<file path="src/rtl/filter_config_ctrl.sv">
// Configuration sequencer for the image filter chain: shadowed enables and
// thresholds committed atomically on a line or frame boundary, then blanked.
module filter_config_ctrl #(
  parameter int          SETTLE_CYCLES = 4,
  parameter int          LINE_W        = 11,
  parameter logic [5:0]  ENABLES_RST   = 6'h1F,
  parameter logic [7:0]  THRESH1_RST   = 8'd200,
  parameter logic [7:0]  THRESH2_RST   = 8'd255
) (
  input  logic              CLK,
  input  logic              RST,
  input  logic              HSync,
  input  logic              VSync,
  input  logic              WrValid,
  output logic              WrReady,
  input  logic [1:0]        WrAddr,
  input  logic [7:0]        WrData,
  output logic [5:0]        Enables,
  output logic [7:0]        Thresh1,
  output logic [7:0]        Thresh2,
  output logic              Pending,
  output logic              Blank,
  output logic [LINE_W-1:0] LineCount
);

  localparam int CNT_W = (SETTLE_CYCLES > 2) ? $clog2(SETTLE_CYCLES) : 1;
  localparam logic [CNT_W-1:0] SETTLE_INIT =
    (SETTLE_CYCLES > 0) ? CNT_W'(SETTLE_CYCLES - 1) : '0;

  typedef enum logic [1:0] {IDLE, PENDING, SETTLE} state_t;

  state_t           state;
  logic [CNT_W-1:0] settle_cnt;
  logic [5:0]       shadow_en;
  logic [7:0]       shadow_t1;
  logic [7:0]       shadow_t2;
  logic             mode;
  logic             hsync_d;
  logic             vsync_d;
  logic             hs_rise;
  logic             vs_rise;
  logic             commit;

  assign hs_rise = HSync & ~hsync_d;
  assign vs_rise = VSync & ~vsync_d;
  // Mode is frozen while pending, since writes are refused outside IDLE.
  assign commit  = mode ? vs_rise : hs_rise;
  assign WrReady = (state == IDLE);

  always_ff @(posedge CLK) begin
    if (RST) begin
      hsync_d   <= 1'b0;
      vsync_d   <= 1'b0;
      LineCount <= '0;
    end else begin
      hsync_d <= HSync;
      vsync_d <= VSync;
      if (vs_rise)      LineCount <= '0;
      else if (hs_rise) LineCount <= LineCount + 1'b1;
    end
  end

  always_ff @(posedge CLK) begin
    if (RST) begin
      state      <= IDLE;
      settle_cnt <= '0;
      shadow_en  <= ENABLES_RST;
      shadow_t1  <= THRESH1_RST;
      shadow_t2  <= THRESH2_RST;
      Enables    <= ENABLES_RST;
      Thresh1    <= THRESH1_RST;
      Thresh2    <= THRESH2_RST;
      mode       <= 1'b0;
      Pending    <= 1'b0;
      Blank      <= 1'b0;
    end else begin
      case (state)
        IDLE: begin
          if (WrValid) begin
            case (WrAddr)
              2'd0: shadow_en <= WrData[5:0];
              2'd1: shadow_t1 <= WrData;
              2'd2: shadow_t2 <= WrData;
              default: begin
                mode <= WrData[1];
                if (WrData[0]) begin
                  Pending <= 1'b1;
                  state   <= PENDING;
                end
              end
            endcase
          end
        end
        PENDING: begin
          if (commit) begin
            Enables <= shadow_en;
            Thresh1 <= shadow_t1;
            Thresh2 <= shadow_t2;
            Pending <= 1'b0;
            if (SETTLE_CYCLES > 0) begin
              Blank      <= 1'b1;
              settle_cnt <= SETTLE_INIT;
              state      <= SETTLE;
            end else begin
              state <= IDLE;
            end
          end
        end
        SETTLE: begin
          if (settle_cnt == '0) begin
            Blank <= 1'b0;
            state <= IDLE;
          end else begin
            settle_cnt <= settle_cnt - 1'b1;
          end
        end
        default: state <= IDLE;
      endcase
    end
  end

endmodule

</file>
<file path="config.mk">
export PLATFORM = sky130hd
export DESIGN_NAME = filter_config_ctrl
export DESIGN_NICKNAME = d
export VERILOG_FILES = /design/src/rtl/filter_config_ctrl.sv
export SDC_FILE = /design/constraint.sdc
export NUM_CORES = 1
export LEC_CHECK = 0
export ABC_AREA = 1
export BUFFER_PORTS_ARGS = -buffer_cell sky130_fd_sc_hd__buf_2
export CORE_MARGIN = 2
export CORE_UTILIZATION = 30
export DETAILED_ROUTE_END_ITERATION = 10
export SLEW_MARGIN = 20
export SYNTH_ARGS = -nofsm -noshare
export SYNTH_HDL_FRONTEND = slang
export SYNTH_SLANG_ARGS = --single-unit
</file>
<file path="constraint.sdc">
create_clock -name CLK -period 1.3 [get_ports CLK]
set_input_delay 0.13 -clock CLK [delete_from_list [all_inputs] [get_ports CLK]]
set_output_delay 0.13 -clock CLK [all_outputs]
set_load 0.03 [all_outputs]
</file>
==> flow_summary.json <==
{
  "synth_seq_cells": 64,
  "power-per-cell-area_nw_per_um2": 1340,
  "ant_nets": 0,
  "synth_xor_area_share_pct": 1.04,
  "worstMarginPinSlew_ps": 317,
  "crit_arrival_ps": 1510,
  "synthesis.area_um2": 2530,
  "grt_first_pass_wirelength_mm": 9.97,
  "die_area_um2": 9200,
  "synthAdderAreaFrac_pct": 0.987,
  "postRouteWirelength_mm": 6.15,
  "drive_above_1_share_pct": 29.4,
  "status": "finished, final reports clean",
  "hpwl_mm": 4.39,
  "synth_top_area_cell": "dfxtp_1",
  "min_period_ps": 1240,
  "drtIter0Drc": 91,
  "cts_tree": "yes",
  "syn_inst": 324,
  "fin_area_um2": 3290,
  "p_sw_uw": 1100,
  "wl_per_cell_um": 12.3,
  "slew_violations": 0,
  "clk_latency_ps": 340,
  "grt_overflow": 0,
  "yosys.area_share.simple_pct": 31.2,
  "die_h_um": 95.9,
  "grt_pass1_vias": 2096,
  "ys_warn_count": 0,
  "n_fill_cell": 874,
  "whs_ps": 31.6,
  "antenna_found_initial": 0,
  "finalPower_uw": 4400,
  "placed_area_um2": 2980,
  "ioPinCount": 51,
  "rows": 33,
  "synth_compound_area_share_pct": 9.03,
  "syn_avg_cell_area_um2": 7.82,
  "clk_pin_slew_ps": 70,
  "worstPathMaxFanout": 3,
  "p_int_uw": 3300,
  "port_buffers": 50,
  "gp_congestion": 0.799,
  "grt_max_degree": 41,
  "clock_skew_ps": 11.8,
  "setup_viol": 0,
  "p_clk_share_pct": 44.2,
  "synth_top_family_by_area": "simple AND/OR/NAND/NOR gates",
  "coreArea_um2": 8220,
  "synthMuxAreaShare_pct": 0,
  "drc": 0,
  "cts_made_buffers": 9,
  "holdCritPathClass": "in2reg",
  "via_count": 2310,
  "fmax_mhz": 808,
  "rsz0062_at_grt": "yes",
  "area.growth.synth_to_final_pct": 29.7,
  "required_ps": 1580,
  "antenna_cells": 0,
  "routed_via_density": 4.62,
  "fin_util_pct": 40.0,
  "fin_nets": 407,
  "critPathKind": "reg2reg",
  "multiInputGateArea_um2": 1120,
  "synth_top_cell_area_share_pct": 50.5,
  "grt_use_total_pct": 14.3,
  "p_leak_uw": 0.00152,
  "cts.sinks": 64,
  "register_area_um2": 1290,
  "hold_viol": 0,
  "clock-root-buffer": "clkbuf_8",
  "htreeDepth": 3,
  "synth_area_leaders": "dfxtp_1 51%, nand2_1 11%, nand3_1 11%",
  "clockBufferDepth": 2,
  "first_pass_iters": 4,
  "switching_share_pct": 25.0,
  "startpoint_type": "register",
  "synthDistinctLibCells": 27,
  "power_frac_comb_pct": 8.9,
  "die_w_um": 95.9,
  "seq_power_share_pct": 46.8,
  "syn-num-nets": 341,
  "start_util_pct": 30.9,
  "max_cap_violations": 0,
  "post-route-period-util_pct": 95.2,
  "max-slew-margin-rel_pct": 78.8,
  "yosysSeqAreaShare_pct": 50.5,
  "ir_worst_vdd_mv": 0.777,
  "critPathCaptureType": "register"
}
## cell type report
cell class / instances / area share, %
Sequential cell: 64 / 39.2
Multi-Input combinational cell: 213 / 34.1
Timing Repair Buffer: 66 / 11.6
Inverter: 36 / 4.22
Clock buffer: 10 / 4.19
Tap cell: 105 / 4.00
Clock inverter: 6 / 2.74
## worst max-delay path, stage by stage, from the launching register on
cell and delay, ps:
dfxtp_2 350, ha_2 170, nand3_2 80, inv_2 100, nand3_2 70, or2_2 290
a21oi_2 130
## Yosys cell counts (all sizes together)
cell type / number
o21ai: 9
or2: 1
clkbuf: 6
clkinv: 1
nand3b: 1
a21boi: 1
a31oi: 1
o21bai: 1
nor2: 25
xnor2: 1
nand2: 79
dfxtp: 64
buf: 5
nor3: 2
ha: 2
nand4: 3
a211oi: 1
nand3: 57
a21oi: 19
o211ai: 8
xor2: 2
inv: 35
## layer usage
metal  global-route usage [%]  wire length (um)
met1                     17.9              2900
met2                     22.8              2870
met5                        0                 0
met4                     5.00                59
met3                     5.17               325
## cell families (layout without fill, tap and decap cells)
family | count (synthesis) | in the layout
and+or+nand+nor | 168 | 168
buffers and inverters | 47 | 118
AOI/OAI and AO/OA | 40 | 40
DFF | 64 | 64
adders and majority gates | 2 | 2
xor gates and xnor gates | 3 | 3
## per-stage QoR
stage                     std cells  worst slack [ps]  setup TNS (ps)
after floorplan                 324             0.887               0
after global placement          480              16.4               0
after detailed placement        480             -6.47           -6.47
after CTS                       496              36.5               0
after global routing            500            -0.827          -0.827
final                           500              62.6               0
## path summary, 6_finish.rpt
check          startpoint      endpoint  slack [ps]  cells past startpoint
max reg2reg  LineCount[1]  LineCount[4]          60                      6
max          LineCount[1]  LineCount[4]          60                      6
min reg2reg       Pending       Pending         450                      2
min             WrData[2]  shadow_t2[2]          30                      3
## state kept, by name, summed over array words and instances, names as in the netlist
signal	cells
Blank	1
Enables	6
LineCount	11
Pending	1
Thresh1	8
Thresh2	8
hsync_d	1
mode	1
settle_cnt	2
shadow_en	6
shadow_t1	8
shadow_t2	8
state	2
vsync_d	1
## power by group through the flow
stage          Sequential, uW  Clock, uW  Combinational (uW)
5_1_grt                  2070       2090                 437
3_3_place_gp             2100          0                 377
4_1_cts                  2060       2000                 382
3_5_place_dp             2100          0                 380
6_report                 2060       1940                 394
2_1_floorplan            2140          0                 203
## placed cells by master, fill, tap and decap left out, types with 3 or more instances in the layout
| cell type | instances |
|---|---|
| nor2_1 | 20 |
| nand2_1 | 74 |
| nand2_2 | 3 |
| o21ai_0 | 9 |
| o211ai_1 | 8 |
| nand4_1 | 3 |
| buf_4 | 15 |
| a21oi_1 | 17 |
| clkbuf_8 | 10 |
| inv_1 | 28 |
| dfxtp_2 | 5 |
| nor2_4 | 3 |
| dfxtp_1 | 59 |
| inv_2 | 6 |
| buf_2 | 50 |
| nand3_1 | 53 |
## repair_timing
| item | 4_1_cts | 5_1_grt |
|---|---|---|
| setup buffers | 0 | 4 |
| endpoints found under the setup margin | 1 | 24 |
| pin swaps | 0 | 7 |
| resized for setup | 1 | 21 |
| hold buffers | 0 | 0 |
Power figures use the tool's default switching activity.
